[src/rtl/clkarb_pkg.sv]
// Shared constants, FSM state type and clamp helper for the clock rate arbiter.
// The arbitration scheme is selected by CLKARB_FIXED_PRI_EN (see clkarb_rr_arbiter).
package clkarb_pkg;
    localparam int NREQ = 4;
    localparam int N_W  = 32;
    localparam int ID_W = 2;

    localparam int unsigned DFLT_N     = 10;
    localparam int unsigned DFLT_MIN_N = 2;

    typedef enum logic {
        IDLE = 1'b0,
        WAIT = 1'b1
    } state_t;

    function automatic logic [N_W-1:0] clamp_n(input logic [N_W-1:0] n, input logic [N_W-1:0] lo);
        return (n < lo) ? lo : n;
    endfunction
endpackage

[src/rtl/clkarb_rr_arbiter.sv]
// 4-way arbiter with one-hot grant; round-robin by default, fixed priority
// (req[0] highest) when CLKARB_FIXED_PRI_EN is defined.
module clkarb_rr_arbiter
    import clkarb_pkg::*;
(
    input  logic            clk,
    input  logic            resetn,
    input  logic [NREQ-1:0] req,
    input  logic            accept,
    output logic [NREQ-1:0] gnt,
    output logic [ID_W-1:0] gnt_id,
    output logic            any
);
    logic [ID_W-1:0] ptr;
    logic [ID_W-1:0] idx;

    // Walk from the farthest offset down so the nearest requester to ptr wins.
    always_comb begin
        gnt    = '0;
        gnt_id = '0;
        any    = 1'b0;
        idx    = '0;
        for (int k = NREQ - 1; k >= 0; k--) begin
            idx = ptr + ID_W'(k);
            if (req[idx]) begin
                gnt_id = idx;
                any    = 1'b1;
            end
        end
        if (any) gnt[gnt_id] = 1'b1;
    end

    // Fixed priority is round-robin with the search start pinned at 0.
    always_ff @(posedge clk) begin
        if (!resetn) begin
            ptr <= '0;
        end else if (accept) begin
`ifdef CLKARB_FIXED_PRI_EN
            ptr <= '0;
`else
            ptr <= gnt_id + ID_W'(1);
`endif
        end
    end
endmodule

[src/rtl/clock_rate_arbiter.sv]
// Clock divider whose ratio is renegotiated by four requesters; a captured ratio
// takes effect only on an outclk 1->0 boundary. Arbitration mode: CLKARB_FIXED_PRI_EN.
module clock_rate_arbiter
    import clkarb_pkg::*;
#(
    parameter int unsigned DEFAULT_N = DFLT_N,
    parameter int unsigned MIN_N     = DFLT_MIN_N
) (
    input  logic                 refclk,
    input  logic                 resetn,
    input  logic [NREQ-1:0]      req,
    input  logic [NREQ*N_W-1:0]  req_n,
    output logic [NREQ-1:0]      grant,
    output logic                 switched,
    output logic                 pending,
    output logic [N_W-1:0]       active_n,
    output logic [ID_W-1:0]      active_id,
    output logic                 outclk
);
    state_t                     state;
    logic [N_W-1:0]             counter;
    logic [N_W-1:0]             half;
    logic [N_W-1:0]             pend_n;
    logic [ID_W-1:0]            pend_id;
    logic                       toggle;
    logic                       boundary;
    logic                       accept;
    logic [NREQ-1:0]            sel;
    logic [ID_W-1:0]            sel_id;
    logic                       sel_any;
    logic [NREQ-1:0][N_W-1:0]   lanes;

    assign lanes    = req_n;
    assign half     = (active_n >> 1) - N_W'(1);
    assign toggle   = (counter >= half);
    assign boundary = toggle && outclk;
    assign accept   = (state == IDLE) && sel_any;
    assign pending  = (state == WAIT);

    clkarb_rr_arbiter u_arb (
        .clk    (refclk),
        .resetn (resetn),
        .req    (req),
        .accept (accept),
        .gnt    (sel),
        .gnt_id (sel_id),
        .any    (sel_any)
    );

    always_ff @(posedge refclk) begin
        if (!resetn) begin
            state     <= IDLE;
            counter   <= '0;
            outclk    <= 1'b0;
            active_n  <= N_W'(DEFAULT_N);
            active_id <= '0;
            pend_n    <= '0;
            pend_id   <= '0;
            grant     <= '0;
            switched  <= 1'b0;
        end else begin
            grant    <= '0;
            switched <= 1'b0;
            if (toggle) begin
                outclk  <= ~outclk;
                counter <= '0;
            end else begin
                counter <= counter + N_W'(1);
            end
            // WAIT ignores req, so an apply and a capture never share a cycle.
            case (state)
                IDLE: if (sel_any) begin
                    pend_n  <= clamp_n(lanes[sel_id], N_W'(MIN_N));
                    pend_id <= sel_id;
                    grant   <= sel;
                    state   <= WAIT;
                end
                WAIT: if (boundary) begin
                    active_n  <= pend_n;
                    active_id <= pend_id;
                    counter   <= '0;
                    outclk    <= 1'b0;
                    switched  <= 1'b1;
                    state     <= IDLE;
                end
                default: state <= IDLE;
            endcase
        end
    end
endmodule

[config.mk]
export PLATFORM = sky130hd
export DESIGN_NAME = clock_rate_arbiter
export DESIGN_NICKNAME = d
export VERILOG_FILES = /design/src/rtl/clkarb_pkg.sv /design/src/rtl/clkarb_rr_arbiter.sv /design/src/rtl/clock_rate_arbiter.sv
export SDC_FILE = /design/constraint.sdc
export NUM_CORES = 1
export LEC_CHECK = 0
export CAP_MARGIN = 10
export CORE_AREA = 10 10 146 148
export CTS_BUF_LIST = sky130_fd_sc_hd__clkbuf_2 sky130_fd_sc_hd__clkbuf_4 sky130_fd_sc_hd__clkbuf_8
export DETAILED_ROUTE_END_ITERATION = 16
export DIE_AREA = 0 0 156 158
export HOLD_SLACK_MARGIN = 0.03
export PLACE_DENSITY_LB_ADDON = 0.12
export REMOVE_ABC_BUFFERS = 1
export SLEW_MARGIN = 0
export SYNTH_ARGS = -nofsm -noshare
export SYNTH_HDL_FRONTEND = slang
export SYNTH_HIERARCHICAL = 1
export SYNTH_SLANG_ARGS = --single-unit
[constraint.sdc]
create_clock -name refclk -period 13 [get_ports refclk]
set_input_delay 3.25 -clock refclk [delete_from_list [all_inputs] [get_ports refclk]]
set_output_delay 3.25 -clock refclk [all_outputs]
set_load 0.005 [all_outputs]
==> results.txt, run 1 <==
Root Buffer: clkbuf_8
Fin crit period: 6080 ps
Flop pwr share: 49.0%
Setup bufs post-CTS: 0
Core area: 0.0185 mm^2
DP HPWL: 14,900 um
Critical path type: in2reg
Slew Limit Fails: 0
Power share of the combinational group: 22.8%
VDD IR max: 0.0525 mV
Power share of the clock group: 28.3%
Starting Density: 34.5%
Synth unique cells: 50
Asr flop ratio synth: 0%
Post-synth EDFFs: 0
PD cells: 87.2 mW/mm^2
Pint: 0.000540 W
Yosys warnings: 6
Lkg Pwr: 3.09 nW
Routed WL: 18,900 um
Total negative slack: 0 ps
Reg clk slew, reported paths: 100 ps
DR WL/cell: 17.2 um
Synth Instances: 710
Hold Fails Final Rpt: 0
H-tree levels: 3
Gr usage total: 15.3%
Antenna violations before repair: 0
Critical Path RT: 13,330 ps
Mapped cell area: 0.00636 mm^2
Global-route wire length before repair: 30,400 um
Maximum Capacitance Violations: 0
Layout cells sized above 1: 7.52%
Minimum hold slack: 471 ps
FF+latch area: 0.00218 mm^2
Critical Path Sink Type: flip-flop
Largest net degree at the start of global routing: 81
I/O pins: 175
Unrepaired setup endpoints after global routing: no
Grt ovf: 0
Multi-input combinational cell area: 0.00397 mm^2
Antenna-violating nets left: 0
TritonRoute pass-1 iters: 5
Port Buf Inserts: 174
FF+latch count, synth: 109
Switch share: 27.2%
Total design power: 0.000742 W
Least-Margin Pin Slew: 1100 ps
Post_cts resized: 0
Die ar.: 0.0246 mm^2
Avg Inst Size Synth: 8.96 um^2
Die X: 156 um
Remaining DRCs: 0
Vias per cell: 5.08
CP arrival: 6410 ps
Die H: 158 um
Min-delay worst type: reg2reg
Crit path launch type: primary input
Max Buffers Root-to-Sink: 2
Fill cells: 1,761
DR iter-0 viols: 219
Nets: 1,031
Sw Pwr: 0.000202 W
GPL Wtd Cong: 0.832
Final setup viols: 0
Slew HR: 26.7%
Clock Skews: 9.32 ps
Top FF cell, synth: dfxtp_1
Register area share after synthesis: 34.3%
Hold Buf Count CTS: 0
Diode count: 0
Row count: 50
Synth-to-layout area growth: 33.7%
Placed inst area: 0.00827 mm^2
Fin crit share: 46.8%
Routed vias: 5,577
Peak Freq: 0.164 GHz
Clk Latency, worst-skew pair: 390 ps
Number of global-route vias before repair: 5,891
CP max FO: 38
Design area: 0.00851 mm^2
Clock buffers created by TritonCTS: 9
TritonCTS clock tree: done
Clock sink total: 109
Status: finished, final reports clean
## cells in the mapped netlist (2+ instances only)
library cell / count / area (um^2)
a21boi_0: 66 / 495
and2_1: 6 / 37.5
a221o_1: 2 / 20.0
nor2b_1: 5 / 31.3
buf_6: 2 / 22.5
nand3_1: 19 / 95.1
buf_1: 4 / 15.0
nand2_1: 158 / 593
o21ai_0: 6 / 30.0
or4_1: 3 / 22.5
a221oi_1: 2 / 17.5
or4_2: 2 / 17.5
nand4_1: 14 / 87.6
a21oi_1: 7 / 35.0
xor2_1: 32 / 280
inv_1: 11 / 41.3
clkbuf_1: 36 / 135
and4_1: 3 / 26.3
or3_1: 3 / 18.8
o211ai_1: 2 / 15.0
ha_1: 36 / 450
and3_1: 10 / 62.6
dfxtp_1: 109 / 2180
nor3_1: 46 / 230
nor2_1: 21 / 78.8
mux4_2: 32 / 721
xnor2_1: 26 / 228
nand2b_1: 4 / 25.0
a21o_1: 6 / 45.0
nor4_1: 15 / 93.8
or4_4: 2 / 22.5
a31oi_1: 2 / 12.5
## sequential cells by signal, indices dropped and copies added, names as in the netlist
signal     flops
u_arb/ptr      2
pend_id        2
outclk         1
pend_n        32
switched       1
active_n      32
counter       32
grant          4
active_id      2
pending        1
## cell usage in the layout (no fill, tap or decap), drive strengths merged, types with 11 or more instances in the layout
cell type	n
nand4	14
mux4	32
dfxtp	109
clkdlybuf4s50	173
inv	11
xor2	32
nor3	47
nor4	16
nand3	19
nand2	158
ha	36
xnor2	26
a21boi	66
nor2	21
## per-layer routing
metal  global-route usage [%]  vias to the layer above  wire, um
met5                        0                        -         0
met4                     5.58                        0       329
met3                     5.16                       17      1310
met2                     25.4                      149      8960
met1                     18.1                     2583      8300
li1                         -                     2828         -
## worst max-delay path, stage by stage
cell	delay, ps
clkdlybuf4s50_1	530
a21boi_0	190
o22a_1	210
and2_2	150
buf_4	510
mux4_2	600
nor4_1	410
nand4_1	210
nor2_1	160
nor3_1	60
nor2_1	100
## path summary, 6_finish.rpt
path,startpoint,to,slack [ps],cells past startpoint
worst max-delay path,req[1],pend_n[1]$_SDFFE_PN0P_,6920,11
worst min-delay path,pend_id[1]$_SDFFE_PN0P_,pend_id[1]$_SDFFE_PN0P_,470,2
worst max register to register,active_n[10]$_SDFFE_PN0P_,counter[23]$_SDFF_PN0_,7510,15
worst min register to register,pend_id[1]$_SDFFE_PN0P_,pend_id[1]$_SDFFE_PN0P_,470,2
## cell type report
cell class	count	area share (%)
tap	234	3.44
clock buffer	10	1.62
sequential	109	25.6
timing repair buffer	182	21.6
clock inverter	4	0.588
multi-input combinational	548	46.6
inverter	11	0.485
## power by group through the flow
stage	Combinational (W)	Clock, W	Sequential, W
floorplan	0.0000960	0	0.000367
global placement	0.000165	0	0.000370
detailed placement	0.000169	0	0.000371
CTS	0.000170	0.000217	0.000363
global route	0.000185	0.000229	0.000366
finish	0.000169	0.000210	0.000363
## cell families (layout without fill, tap and decap cells)
| kind of cell | after synthesis | after routing | synth area share (%) |
|---|---|---|---|
| buffers and inverters | 53 | 207 | 3.36 |
| AND/OR/NAND/NOR | 318 | 318 | 23.9 |
| XOR/XNOR | 58 | 58 | 7.98 |
| AO/OA/AOI/OAI | 103 | 103 | 11.9 |
| multiplexers | 33 | 33 | 11.5 |
| flip-flops | 109 | 109 | 34.3 |
| adder cells (fa/ha/maj) | 36 | 36 | 7.08 |
## metrics by stage
stage          instances  utilization (%)  setup WS, ps
6_report            1098             46.1          6920
4_1_cts             1096             45.8          6850
5_1_grt             1098             46.1          6690
3_5_place_dp        1082             44.8          6430
3_3_place_gp        1082             44.8          6510
2_1_floorplan        668                -          6600
Power figures use the tool's default switching activity.
==> inputs of run 2 (changes only) <==
Clock period 13 ns to 5.8 ns, I/O delays scaled along.
==> results.txt, run 2 (same netlist as run 1, synthesis figures left out) <==
Status: finished, final reports clean
Post_cts resized: 0
Critical Path RT: 6120 ps
I/O pins: 175
Synth-to-layout area growth: 33.9%
Die ar.: 0.0246 mm^2
Reg2Reg Launch Point: active_n[10]$_SDFFE_PN0P_
Lkg Pwr: 3.10 nW
Commonest non-fill, non-tap cell in the layout: clkdlybuf4s50_1
Antenna violations before repair: 0
Fin crit share: 84.1%
FF+latch area: 0.00218 mm^2
Maximum Capacitance Violations: 0
Max stage delay on crit path: 570 ps
Critical Path Sink Type: flip-flop
H-tree levels: 3
Clock Skews: 14.0 ps
Least-Margin Pin Slew: 673 ps
DP HPWL: 15,000 um
Hold Fails Final Rpt: 0
Multi-input combinational cell area: 0.00397 mm^2
Clock sink total: 109
Port Buf Inserts: 174
Die H: 158 um
Gr usage total: 15.4%
Slew HR: 55.1%
Global-route wire length before repair: 30,500 um
CP Cell Sequence: or4_4 > or4_4 > or3_4 > or3_1 > or3b_1 > ha_1 > nand4_1 > nor4b_1 > nand3_1 > o211ai_1 > ha_1 > and2_1 > buf_4 > nand2_1 > a21boi_0
Max Buffers Root-to-Sink: 2
Worst r2r path cells: 15
Crit path launch type: flip-flop
Hold Path Origin: pend_n[26]$_SDFFE_PN0P_
Setup bufs post-CTS: 0
VDD IR max: 0.106 mV
Largest net degree at the start of global routing: 81
DR WL/cell: 17.3 um
CP max FO: 35
TritonRoute pass-1 iters: 5
Most frequent cells in the layout: 173 x clkdlybuf4s50_1, 158 x nand2_1, 109 x dfxtp_1
Vias per cell: 5.12
Critical path type: reg2reg
Critical path's slowest cell: or4_4
Row count: 50
Root Buffer: clkbuf_8
Layout cells sized above 1: 7.74%
Setup slack, reg-to-reg: 920 ps
Die X: 156 um
Fin crit period: 4880 ps
Slew Limit Fails: 0
Peak Freq: 0.205 GHz
Starting Density: 34.5%
Hold Path Sink: pend_n[26]$_SDFFE_PN0P_
PD cells: 199 mW/mm^2
Biggest regs: active_n x32, counter x32, pend_n x32
CP arrival: 5200 ps
Final setup viols: 0
Remaining DRCs: 0
Diode count: 0
GPL Wtd Cong: 0.855
DR iter-0 viols: 232
Antenna-violating nets left: 0
Routed WL: 19,000 um
Min-delay worst type: reg2reg
Clock buffers created by TritonCTS: 9
WP buf/inv: 1
Number of global-route vias before repair: 5,757
Core area: 0.0185 mm^2
Grt ovf: 0
Fill cells: 1,760
Total design power: 0.00170 W
Reg clk slew, reported paths: 110 ps
CP top delay family: simple AND/OR/NAND/NOR gates
Unrepaired setup endpoints after global routing: no
Nets: 1,032
Hold Buf Count CTS: 0
Worst R2R End: active_n[17]$_SDFFE_PN0P_
Worst Setup SP: active_n[10]$_SDFFE_PN0P_
Minimum hold slack: 470 ps
Hold depth: 2
Clk Latency, worst-skew pair: 400 ps
Routed vias: 5,636
TritonCTS clock tree: done
-- run 2: layout make-up --
cell class              instances  share of cell area (%)
clock buffers                  10                    1.62
clock inverters                 5                   0.793
inverters                      11                   0.485
multi-input cells             548                    46.6
flip-flops and latches        109                    25.6
well taps                     234                    3.44
repair buffers                183                    21.5
-- run 2: report_power, final --
group / switching [W] / total, W / internal [W]
Combinational: 0.000168 / 0.000387 / 0.000219
Clock: 0.000282 / 0.000497 / 0.000216
Sequential: 0.0000260 / 0.000814 / 0.000788
-- run 2: how the worst max path moves through the flow --
stage                     slack [ps]  cells after the start                         to
after floorplan                  -90                     14  active_id[0]$_SDFFE_PN0P_
after global placement          1060                     15  active_n[31]$_SDFFE_PN0P_
after detailed placement         950                     15  active_n[17]$_SDFFE_PN0P_
after CTS                        930                     15  active_n[17]$_SDFFE_PN0P_
after global routing             620                     18  active_n[17]$_SDFFE_PN0P_
final                            920                     15  active_n[17]$_SDFFE_PN0P_
-- run 2: metal layers --
metal,GRT usage (%),vias up,share of wire [%],routed length [um]
met4,4.99,0,1.3,247
met2,25.0,163,47,8830
met5,0,-,0,0
met3,5.62,17,8.1,1540
met1,18.6,2626,44,8370
li1,-,2830,-,-
-- run 2: worst register-to-register path: stages, from the launching register on --
cell	delay (ps)
dfxtp_1	380
or4_4	570
or4_4	450
or3_4	410
or3_1	420
or3b_1	390
ha_1	300
nand4_1	130
nor4b_1	280
nand3_1	120
o211ai_1	330
ha_1	250
and2_1	130
buf_4	360
nand2_1	110
a21boi_0	180
-- run 2: stage by stage --
stage	area [um^2]	worst slack [ps]	TNS, ps	std cells	util [%]
final	8520	920	0	1100	46.2
after global routing	8520	621	0	1100	46.2
after CTS	8520	929	0	1100	46.2
after detailed placement	8310	954	0	1085	45.0
after global placement	8310	1060	0	1085	45.0
after floorplan	6190	-93.5	-3110	668	-
